===== src/rtl/periph_pkg.sv =====
// ----------------------------------------------------------------------------
// periph_pkg
// Shared definitions for the peripheral receive path.
//   periph_state_e : handshake FSM states (SYNC, IDLE, ACK)
//   PERIPH_DATA_W  : default sender word width
//   PERIPH_DEPTH   : default FIFO depth in words (power of two, >= 2)
//   periph_cnt_w   : width of a 0..depth occupancy counter
// ----------------------------------------------------------------------------
package periph_pkg;

  typedef enum logic [1:0] {
    SYNC = 2'd0,
    IDLE = 2'd1,
    ACK  = 2'd2
  } periph_state_e;

  localparam int PERIPH_DATA_W = 16;
  localparam int PERIPH_DEPTH  = 4;

  // Bits needed to hold an occupancy value from 0 up to and including depth.
  function automatic int periph_cnt_w(input int depth);
    return $clog2(depth + 1);
  endfunction

endpackage


===== src/rtl/periph_fifo.sv =====
// ----------------------------------------------------------------------------
// periph_fifo
// First-word-fall-through FIFO with registered head, count and flags.
// Ports:
//   clk      in   clock, rising edge
//   rst      in   asynchronous active-low reset
//   wr_en    in   write request (ignored when full without a same-edge pop)
//   wr_data  in   DATA_W word to write
//   rd_en    in   pop request (ignored while empty)
//   rd_data  out  head-of-FIFO word, 0 while empty
//   empty    out  no words stored
//   full     out  DEPTH words stored
//   count    out  number of stored words
// ----------------------------------------------------------------------------
module periph_fifo
  import periph_pkg::*;
#(
  parameter int DATA_W = PERIPH_DATA_W,
  parameter int DEPTH  = PERIPH_DEPTH
) (
  input  logic                         clk,
  input  logic                         rst,
  input  logic                         wr_en,
  input  logic [DATA_W-1:0]            wr_data,
  input  logic                         rd_en,
  output logic [DATA_W-1:0]            rd_data,
  output logic                         empty,
  output logic                         full,
  output logic [$clog2(DEPTH+1)-1:0]   count
);

  localparam int PTR_W = $clog2(DEPTH);
  localparam int CNT_W = periph_cnt_w(DEPTH);
  localparam logic [CNT_W-1:0] FULL_CNT = CNT_W'(DEPTH);
  localparam logic [CNT_W-1:0] ONE_CNT  = CNT_W'(1);
  localparam logic [CNT_W-1:0] ZERO_CNT = CNT_W'(0);

  logic [DATA_W-1:0] mem_r [DEPTH];
  logic [PTR_W-1:0]  rd_ptr_r, wr_ptr_r;
  logic [PTR_W-1:0]  rd_ptr_n_s, wr_ptr_n_s;
  logic [CNT_W-1:0]  count_r, count_n_s;
  logic [DATA_W-1:0] rd_data_r, head_n_s;
  logic              empty_r, full_r;
  logic              pop_s, wr_s;

  // Qualified pop/write, next pointers, next count and next head word.
  always_comb begin
    pop_s      = rd_en && !empty_r;
    // A pop on the same edge frees a slot, so a full FIFO still takes a write.
    wr_s       = wr_en && ((count_r != FULL_CNT) || pop_s);
    rd_ptr_n_s = rd_ptr_r;
    wr_ptr_n_s = wr_ptr_r;
    count_n_s  = count_r;
    head_n_s   = {DATA_W{1'b0}};

    if (pop_s) begin
      rd_ptr_n_s = rd_ptr_r + PTR_W'(1);
    end else begin
      rd_ptr_n_s = rd_ptr_r;
    end

    if (wr_s) begin
      wr_ptr_n_s = wr_ptr_r + PTR_W'(1);
    end else begin
      wr_ptr_n_s = wr_ptr_r;
    end

    case ({wr_s, pop_s})
      2'b10:   count_n_s = count_r + ONE_CNT;
      2'b01:   count_n_s = count_r - ONE_CNT;
      default: count_n_s = count_r;
    endcase

    // The word being written becomes the head only when it will be the sole
    // occupant; otherwise the head is already in storage.
    if (count_n_s == ZERO_CNT) begin
      head_n_s = {DATA_W{1'b0}};
    end else if (wr_s && (count_n_s == ONE_CNT)) begin
      head_n_s = wr_data;
    end else begin
      head_n_s = mem_r[rd_ptr_n_s];
    end
  end

  // Storage, pointers, count and registered FWFT outputs.
  always_ff @(posedge clk or negedge rst) begin
    if (!rst) begin
      for (int i = 0; i < DEPTH; i++) begin
        mem_r[i] <= {DATA_W{1'b0}};
      end
      rd_ptr_r  <= {PTR_W{1'b0}};
      wr_ptr_r  <= {PTR_W{1'b0}};
      count_r   <= ZERO_CNT;
      rd_data_r <= {DATA_W{1'b0}};
      empty_r   <= 1'b1;
      full_r    <= 1'b0;
    end else begin
      if (wr_s) begin
        mem_r[wr_ptr_r] <= wr_data;
      end
      rd_ptr_r  <= rd_ptr_n_s;
      wr_ptr_r  <= wr_ptr_n_s;
      count_r   <= count_n_s;
      rd_data_r <= head_n_s;
      empty_r   <= (count_n_s == ZERO_CNT);
      full_r    <= (count_n_s == FULL_CNT);
    end
  end

  assign rd_data = rd_data_r;
  assign empty   = empty_r;
  assign full    = full_r;
  assign count   = count_r;

endmodule


===== src/rtl/peripheral_rx_fifo.sv =====
// ----------------------------------------------------------------------------
// peripheral_rx_fifo
// Four-phase send/ack receiver feeding a FWFT FIFO. Full FIFO back-pressures
// the sender by withholding outack. After reset the block waits for send=0
// before accepting, so a request held across reset is not captured twice.
// Optional feature macro: PERIPH_STATS_EN adds the 16-bit xfer_cnt output
// counting accepted words (wraps at 0xFFFF).
// Ports:
//   clk      in   clock, rising edge
//   rst      in   asynchronous active-low reset
//   send     in   sender request
//   dataP    in   sender data word
//   outack   out  registered acknowledge to sender
//   rd_en    in   consumer pop
//   rd_data  out  head-of-FIFO word, 0 while empty
//   empty    out  FIFO empty
//   full     out  FIFO full
//   count    out  stored words
//   xfer_cnt out  accepted-transfer counter (PERIPH_STATS_EN only)
// ----------------------------------------------------------------------------
module peripheral_rx_fifo
  import periph_pkg::*;
#(
  parameter int DATA_W = PERIPH_DATA_W,
  parameter int DEPTH  = PERIPH_DEPTH
) (
  input  logic                         clk,
  input  logic                         rst,
  input  logic                         send,
  input  logic [DATA_W-1:0]            dataP,
  output logic                         outack,
  input  logic                         rd_en,
  output logic [DATA_W-1:0]            rd_data,
  output logic                         empty,
  output logic                         full,
  output logic [$clog2(DEPTH+1)-1:0]   count
`ifdef PERIPH_STATS_EN
  ,
  output logic [15:0]                  xfer_cnt
`endif
);

  localparam int CNT_W = periph_cnt_w(DEPTH);
  localparam logic [CNT_W-1:0] FULL_CNT = CNT_W'(DEPTH);

  periph_state_e state_r, state_n_s;
  logic          outack_r;
  logic          wr_s;
  logic          accept_s;
  logic          fifo_empty_s;
  logic [CNT_W-1:0] fifo_count_s;

  assign accept_s = (fifo_count_s != FULL_CNT) || (rd_en && !fifo_empty_s);

  // Handshake next-state and write strobe.
  always_comb begin
    state_n_s = state_r;
    wr_s      = 1'b0;
    case (state_r)
      SYNC: begin
        if (!send) begin
          state_n_s = IDLE;
        end else begin
          state_n_s = SYNC;
        end
      end
      IDLE: begin
        if (send && accept_s) begin
          wr_s      = 1'b1;
          state_n_s = ACK;
        end else begin
          state_n_s = IDLE;
        end
      end
      ACK: begin
        if (!send) begin
          state_n_s = IDLE;
        end else begin
          state_n_s = ACK;
        end
      end
      default: begin
        state_n_s = SYNC;
      end
    endcase
  end

  // State register and registered acknowledge.
  always_ff @(posedge clk or negedge rst) begin
    if (!rst) begin
      state_r  <= SYNC;
      outack_r <= 1'b0;
    end else begin
      state_r  <= state_n_s;
      outack_r <= (state_n_s == ACK);
    end
  end

  assign outack = outack_r;

  periph_fifo #(
    .DATA_W (DATA_W),
    .DEPTH  (DEPTH)
  ) u_fifo (
    .clk     (clk),
    .rst     (rst),
    .wr_en   (wr_s),
    .wr_data (dataP),
    .rd_en   (rd_en),
    .rd_data (rd_data),
    .empty   (fifo_empty_s),
    .full    (full),
    .count   (fifo_count_s)
  );

  assign empty = fifo_empty_s;
  assign count = fifo_count_s;

`ifdef PERIPH_STATS_EN
  logic [15:0] xfer_cnt_r;

  // Accepted-word counter; natural 16-bit wrap.
  always_ff @(posedge clk or negedge rst) begin
    if (!rst) begin
      xfer_cnt_r <= 16'h0000;
    end else if (wr_s) begin
      xfer_cnt_r <= xfer_cnt_r + 16'h0001;
    end else begin
      xfer_cnt_r <= xfer_cnt_r;
    end
  end

  assign xfer_cnt = xfer_cnt_r;
`endif

endmodule


===== config.mk =====
export PLATFORM = sky130hd
export DESIGN_NAME = peripheral_rx_fifo
export DESIGN_NICKNAME = d
export VERILOG_FILES = /design/src/rtl/periph_pkg.sv /design/src/rtl/periph_fifo.sv /design/src/rtl/peripheral_rx_fifo.sv
export SDC_FILE = /design/constraint.sdc
export NUM_CORES = 1
export LEC_CHECK = 0
export CAP_MARGIN = 20
export CORE_ASPECT_RATIO = 0.9
export CORE_MARGIN = 4
export CORE_UTILIZATION = 45
export DETAILED_ROUTE_END_ITERATION = 7
export MAX_ROUTING_LAYER = met4
export REMOVE_ABC_BUFFERS = 1
export SLEW_MARGIN = 20
export SYNTH_ARGS = -nofsm -noshare
export SYNTH_HDL_FRONTEND = slang
export SYNTH_SLANG_ARGS = --single-unit

===== constraint.sdc =====
create_clock -name clk -period 6.05 [get_ports clk]
set_input_delay 1.815 -clock clk [delete_from_list [all_inputs] [get_ports clk]]
set_output_delay 1.815 -clock clk [all_outputs]
set_load 0.03 [all_outputs]

==> results by group, run 1 <==
Setup path
  – Worst path bufs/invs: 3
  – Crit path depth: 13
  – Reg2reg setup slack: 2.43 ns
  – Reg2Reg Launch Point: u_fifo.empty$_DFF_PN1_
  – Worst endpoint required time: 6.22 ns
  – Critical Path Fanout Max: 19
  – Setup Crit Path Kind: in2reg
  – Top delay family on crit path: simple AND/OR/NAND/NOR gates
  – Reg2reg path depth: 12
  – WP data arrival: 5.16 ns
  – Max incr delay on CP: 0.82 ns
  – Crit. End Element: register
  – CP max stage cell: nor2_2
  – Critical path launch point type: primary input
  – Worst-path cell chain: clkdlybuf4s50_1 > nand2b_4 > nand3_1 > and3_1 > inv_2 > ha_1 > inv_1 > fa_1 > xor2_1 > o21ai_1 > nand2_1 > nor2_2 > a21oi_1
  – Reg-to-reg critical path endpoint: u_fifo.rd_data[3]$_DFF_PN0_

Floorplanning
  – Core ar.: 10,290 µm²
  – IO Pins: 42
  – Initial core utilization: 46.30%
  – FP Rows: 35
  – Die ar.: 12,300 µm²
  – DIE WIDTH: 116.5 µm
  – Die H: 105.6 µm

Clocking
  – Clock tree buffer depth: 2
  – # H-tree levels: 3
  – CTS root buf: clkbuf_16
  – Number of CTS-inserted buffers: 9
  – Setup repair bufs after CTS: 0
  – CTS clk-pin slew, worst paths: 0.07 ns
  – CTS tree: yes
  – Post-CTS resize count: 0
  – Clk Latency, worst-skew pair: 0.34 ns
  – Cts hold-fix bufs: 0
  – CTS sink cnt: 92

Timing
  – Tcrit/Tclk final: 82.42%
  – Least-Margin Pin Slew: 1.032 ns
  – Hold Violations, Final: 0
  – Total negative slack: 0 ns
  – Skew final: 0.007586 ns
  – RSZ-0062 raised after global routing: no
  – Max-slew headroom: 31.13%
  – Fin. max-slew vios: 0
  – Final setup fails: 0
  – Final Critical Period: 4.986 ns
  – Achievable frequency: 200.6 MHz

Power and ir drop
  – PwrDens: 580.5 nW/µm²
  – Leak: 2.362 nW
  – Peak VDD IR: 348.6 µV

Routing
  – Remaining DRCs: 0
  – DRT iter0 DRCs: 131
  – Vias per cell: 5.476
  – ANT nets after route: 0
  – Post-detailed-route wirelength per cell: 18.08 µm
  – Routed vias: 3,039
  – WL final: 10,040 µm
  – Drt first pass iters: 4

Logic synthesis
  – Ys flop type: dfrtp_1
  – Yosys cell types: 34
  – Ys async rst share: 100.0%
  – Sequential area share after synthesis: 48.35%
  – Post-synth top area cell: dfrtp_1
  – Ranking of synthesized cells by area: dfrtp_1 (48%), mux2_2 (10%), mux4_2 (7.6%), mux2_1 (5.0%), nor2b_1 (4.6%)
  – Syn avg cell area: 12.25 µm²
  – EDFF count, synth: 0
  – Synth warn: 0
  – Synthesized flop and latch total: 92
  – Synth top area share: 47.79%
  – Synthesized instance count: 389
  – Most frequent cell after synthesis: dfrtp_1
  – Synth cell count leaders: dfrtp_1 (91), mux2_2 (43), nor2_1 (36)
  – Post-synthesis instance area: 4765 µm²

Run
  – Max_cap viols: 0

Finish
  – Antenna Cells: 0
  – Share of cells above drive strength 1: 23.24%
  – Finished Cell Area: 5475 µm²
  – # nets final: 447
  – Area grow syn2layout: 14.92%
  – Final Util: 53.20%

Global route
  – Number of global-route vias before repair: 3,162
  – Total track usage: 18.54%
  – First-pass GRT wire length: 16,810 µm
  – GRT overflow: 0
  – Initial antenna violation count: 0
  – Largest net degree at the start of global routing: 60

Placement
  – Final Wtd Congestion: 0.7483
  – IO buf count: 41
  – DP HPWL: 6044 µm
  – Placed Area: 5172 µm²

Min path
  – Hold Crit Start: u_fifo.mem_r[35]$_DFFE_PN0P_
  – Worst Hold End: u_fifo.mem_r[35]$_DFFE_PN0P_
  – Type of the worst min-delay path: reg2reg
  – Hold path depth: 1

Run status
  – Status: finished clean
per-stage QoR:
| stage | setup slack, ns | instances | power [mW] | hold WS (ns) |
|---|---|---|---|---|
| finish | 1.064 | 555 | 3.178 | 0.4945 |
| global route | 0.7924 | 555 | 3.425 | 0.5062 |
| CTS | 1.091 | 555 | 3.213 | 0.4957 |
| detailed placement | 0.7437 | 539 | 2.637 | 0.4810 |
| global placement | 0.8746 | 539 | 2.589 | 0.4736 |
| floorplan | 1.316 | 364 | 2.200 | 0.4635 |
where the power goes:
group | internal, mW | switching, mW
Sequential | 0.924 | 0.210
Combinational | 0.743 | 0.735
Clock | 0.331 | 0.235
Total | 2.00 | 1.18
placed cells by master (no fill, tap or decap), drive strengths merged, types with 2 or more instances in the layout:
| master | synthesis | final |
|---|---|---|
| a21oi | 34 | 34 |
| and3 | 2 | 2 |
| buf | 23 | 6 |
| clkbuf | 2 | 10 |
| clkdlybuf4s50 | 0 | 40 |
| clkinv | 0 | 3 |
| clkinvlp | 0 | 2 |
| dfrtp | 91 | 91 |
| ha | 5 | 5 |
| inv | 7 | 7 |
| mux2 | 64 | 64 |
| mux2i | 16 | 16 |
| mux4 | 16 | 16 |
| nand2 | 8 | 8 |
| nand3 | 18 | 18 |
| nor2 | 37 | 37 |
| nor2b | 35 | 35 |
| o21ai | 20 | 20 |
| xnor2 | 4 | 4 |
how the worst max path moves through the flow:
stage          startpoint                      endpoint  slack, ns
2_1_floorplan       rd_en  u_fifo.rd_data[10]$_DFF_PN0_       1.32
3_3_place_gp        rd_en   u_fifo.rd_data[1]$_DFF_PN0_       0.87
3_5_place_dp        rd_en  u_fifo.rd_data[15]$_DFF_PN0_       0.74
4_1_cts             rd_en   u_fifo.rd_data[3]$_DFF_PN0_       1.09
5_1_grt             rd_en   u_fifo.rd_data[1]$_DFF_PN0_       0.79
6_report            rd_en   u_fifo.rd_data[3]$_DFF_PN0_       1.06
routing by layer:
layer | GRT usage (%) | routed length, µm | vias up
met5 | - | 0 | -
met4 | 4.308 | 130 | 0
met3 | 4.305 | 439 | 16
met2 | 27.98 | 4711 | 62
met1 | 25.58 | 4756 | 1527
li1 | - | - | 1434
kinds of logic (layout without fill, tap and decap cells):
family	count (synthesis)	after routing	share of synthesized area, %
AOI/OAI and AO/OA	56	56	6.618
xor gates and xnor gates	5	5	0.9191
adders and majority gates	6	6	1.733
buffers and inverters	32	69	4.832
DFF	92	92	48.35
muxes	96	96	26.05
and+or+nand+nor	102	102	11.50
state kept, by name, summed over array words and instances (netlist names):
name             flops
outack               1
u_fifo.empty         1
u_fifo.mem_r        64
u_fifo.wr_ptr_r      2
u_fifo.count         3
u_fifo.rd_ptr_r      2
state_r              2
u_fifo.full          1
u_fifo.rd_data      16
layout make-up:
cell class              instances  area, µm²
multi-input cells             265       2231
inverters                       7      31.28
fillers                       912       4816
clock inverters                 6      63.81
well taps                     129      161.4
repair buffers                 46      445.4
clock buffers                  10      239.0
flip-flops and latches         92       2303
worst register-to-register path, delay by kind of cell (launching register included):
kind,cells,cell delay (ns)
buffers and inverters,2,0.37
flip-flops,1,0.53
XOR/XNOR,1,0.16
AND/OR/NAND/NOR,5,1.43
adder cells (fa/ha/maj),2,0.63
AO/OA/AOI/OAI,2,0.35
Power figures use the tool's default switching activity.
==> inputs of run 2 (changes only) <==
clock period = 5 ns   (was 6.05 ns; I/O delays follow)
==> results by group, run 2 (synthesis results as in run 1) <==
Floorplanning
  – Die ar.: 12,300 µm² (unchanged)
  – IO Pins: 42 (unchanged)
  – Die H: 105.6 µm (unchanged)
  – Initial core utilization: 46.30% (unchanged)
  – FP Rows: 35 (unchanged)
  – DIE WIDTH: 116.5 µm (unchanged)
  – Core ar.: 10,290 µm² (unchanged)

Global route
  – Total track usage: 18.66% (was 18.54%)
  – GRT overflow: 0 (unchanged)
  – First-pass GRT wire length: 17,030 µm (was 16,810 µm)
  – Largest net degree at the start of global routing: 72 (was 60)
  – Initial antenna violation count: 0 (unchanged)
  – Number of global-route vias before repair: 3,189 (was 3,162)

Placement
  – Final Wtd Congestion: 0.7448 (was 0.7483)
  – IO buf count: 41 (unchanged)
  – DP HPWL: 6095 µm (was 6044 µm)

Clocking
  – Clock tree buffer depth: 2 (unchanged)
  – Cts hold-fix bufs: 0 (unchanged)
  – CTS sink cnt: 92 (unchanged)
  – # H-tree levels: 3 (unchanged)
  – Post-CTS resize count: 0 (unchanged)
  – Number of CTS-inserted buffers: 9 (unchanged)
  – CTS tree: yes (unchanged)
  – CTS clk-pin slew, worst paths: 0.06 ns (was 0.07 ns)
  – Setup repair bufs after CTS: 0 (unchanged)
  – CTS root buf: clkbuf_16 (unchanged)
  – Clk Latency, worst-skew pair: 0.34 ns (about the same)

Timing
  – Achievable frequency: 230.6 MHz
  – Max-slew headroom: 40.36% (was 31.13%)
  – Final setup fails: 0 (unchanged)
  – Hold Violations, Final: 0 (unchanged)
  – Total negative slack: 0 ns (unchanged)
  – Least-Margin Pin Slew: 0.8945 ns (was 1.032 ns)
  – Tcrit/Tclk final: 86.72%
  – RSZ-0062 raised after global routing: no (unchanged)
  – Final Critical Period: 4.336 ns
  – Skew final: 0.008539 ns (was 0.007586 ns)
  – Fin. max-slew vios: 0 (unchanged)

Power and ir drop
  – PwrDens: 696.7 nW/µm² (was 580.5 nW/µm²)
  – Peak VDD IR: 466.3 µV (was 348.6 µV)
  – Comb power frac: 47.3% (was 46.5%)
  – Sw Ratio: 37.37% (was 37.15%)
  – Internal power: 2.385 mW (was 1.998 mW)
  – Psw: 1.423 mW (was 1.181 mW)
  – Clk pwr share: 16.5% (was 17.8%)
  – Leak: 2.368 nW (was 2.362 nW)
  – Seq pwr share: 36.1% (was 35.7%)

Finish
  – Most frequent cells in the layout: dfrtp_1 (91), mux2_2 (43), clkdlybuf4s50_1 (40) (unchanged)
  – Largest register FFs: 64 (unchanged)
  – Area grow syn2layout: 14.71% (was 14.92%)
  – # nets final: 450 (was 447)
  – Biggest register: u_fifo.mem_r (unchanged)
  – Layout filler cell count: 887 (was 912)
  – Commonest non-fill, non-tap cell in the layout: dfrtp_1 (unchanged)
  – Final Util: 53.11% (was 53.20%)
  – Antenna Cells: 0 (unchanged)
  – Share of cells above drive strength 1: 23.13% (was 23.24%)

Setup path
  – Critical Path Fanout Max: 16 (was 19)
  – Reg2reg path depth: 12 (unchanged)
  – Setup Crit Path Kind: in2reg (unchanged)
  – WP data arrival: 4.59 ns (was 5.16 ns)
  – Worst-path cell chain: clkdlybuf4s50_1 > nand2b_4 > nand3_1 > and3_1 > inv_2 > ha_1 > inv_1 > fa_1 > nor2b_1 > o21a_1 > and3_1 > nand3_1 > a21oi_1 (was clkdlybuf4s50_1 > nand2b_4 > nand3_1 > and3_1 > inv_2 > ha_1 > inv_1 > fa_1 > xor2_1 > o21ai_1 > nand2_1 > nor2_2 > a21oi_1)
  – Max incr delay on CP: 0.72 ns (was 0.82 ns)
  – CP max stage cell: and3_1 (was nor2_2)
  – Critical path launch point type: primary input (unchanged)
  – Worst endpoint required time: 5.25 ns (was 6.22 ns)
  – Crit. End Element: register (unchanged)

Routing
  – DRT iter0 DRCs: 152 (was 131)
  – Remaining DRCs: 0 (unchanged)
  – WL final: 10,290 µm (was 10,040 µm)
  – Routed vias: 3,100 (was 3,039)
  – Post-detailed-route wirelength per cell: 18.48 µm (was 18.08 µm)
  – ANT nets after route: 0 (unchanged)
  – Vias per cell: 5.566 (was 5.476)
  – Drt first pass iters: 4 (unchanged)

Run
  – Max_cap viols: 0 (unchanged)

Min path
  – Hold path depth: 1 (unchanged)
  – Type of the worst min-delay path: reg2reg (unchanged)

Run status
  – Status: finished clean (unchanged)
-- run 2: layout make-up --
class                           count  area (µm²)  share of cell area, %
Timing Repair Buffer               49       467.9                  8.562
Clock buffer                       13       260.3                  4.762
Inverter                            7       31.28                 0.5723
Clock inverter                      2       10.01                 0.1832
Sequential cell                    92        2303                  42.15
Multi-Input combinational cell    265        2231                  40.82
Tap cell                          129       161.4                  2.953
-- run 2: path summary, 6_finish.rpt --
path / start / end / slack [ns]
setup / recovery: rd_en / u_fifo.rd_data[15]$_DFF_PN0_ / 0.66
hold / removal: u_fifo.mem_r[32]$_DFFE_PN0P_ / u_fifo.mem_r[32]$_DFFE_PN0P_ / 0.49
setup reg to reg: u_fifo.empty$_DFF_PN1_ / u_fifo.rd_data[15]$_DFF_PN0_ / 1.72
hold reg to reg: u_fifo.mem_r[32]$_DFFE_PN0P_ / u_fifo.mem_r[32]$_DFFE_PN0P_ / 0.49
max in group asynchronous: rst / u_fifo.mem_r[53]$_DFFE_PN0P_ / 2.85
min in group asynchronous: rst / u_fifo.mem_r[33]$_DFFE_PN0P_ / 1.30
-- run 2: per-stage QoR --
| stage | worst slack, ns | power (mW) | instance area, µm² | instances | hold slack, ns |
|---|---|---|---|---|---|
| 2_1_floorplan | 0.5811 | 2.662 | 4566 | 364 | 0.4635 |
| 3_3_place_gp | 0.3932 | 3.148 | 5195 | 542 | 0.4729 |
| 3_5_place_dp | 0.3697 | 3.208 | 5195 | 542 | 0.4802 |
| 4_1_cts | 0.6971 | 3.852 | 5465 | 557 | 0.4944 |
| 5_1_grt | 0.4531 | 4.100 | 5465 | 557 | 0.5019 |
| 6_report | 0.6640 | 3.808 | 5465 | 557 | 0.4884 |
-- run 2: power groups by stage --
stage	sequential [mW]	combinational (mW)	clock (mW)
global placement	1.38	1.77	0
floorplan	1.54	1.13	0
detailed placement	1.39	1.82	0
CTS	1.38	1.83	0.650
finish	1.38	1.80	0.630
global route	1.43	2.00	0.677
-- run 2: per-layer routing --
layer | share of wire (%) | vias up | global-route usage, %
li1 | - | 1439 | -
met1 | 47 | 1597 | 25.55
met2 | 48 | 62 | 28.19
met3 | 4.4 | 2 | 4.191
met4 | 0.22 | 0 | 4.971
met5 | 0 | - | -
-- run 2: critical path, delay by kind of cell --
| family | cells | cell delay, ns |
|---|---|---|
| buffers and inverters | 3 | 0.57 |
| adder cells (fa/ha/maj) | 2 | 0.64 |
| AO/OA/AOI/OAI | 2 | 0.39 |
| AND/OR/NAND/NOR | 6 | 1.50 |
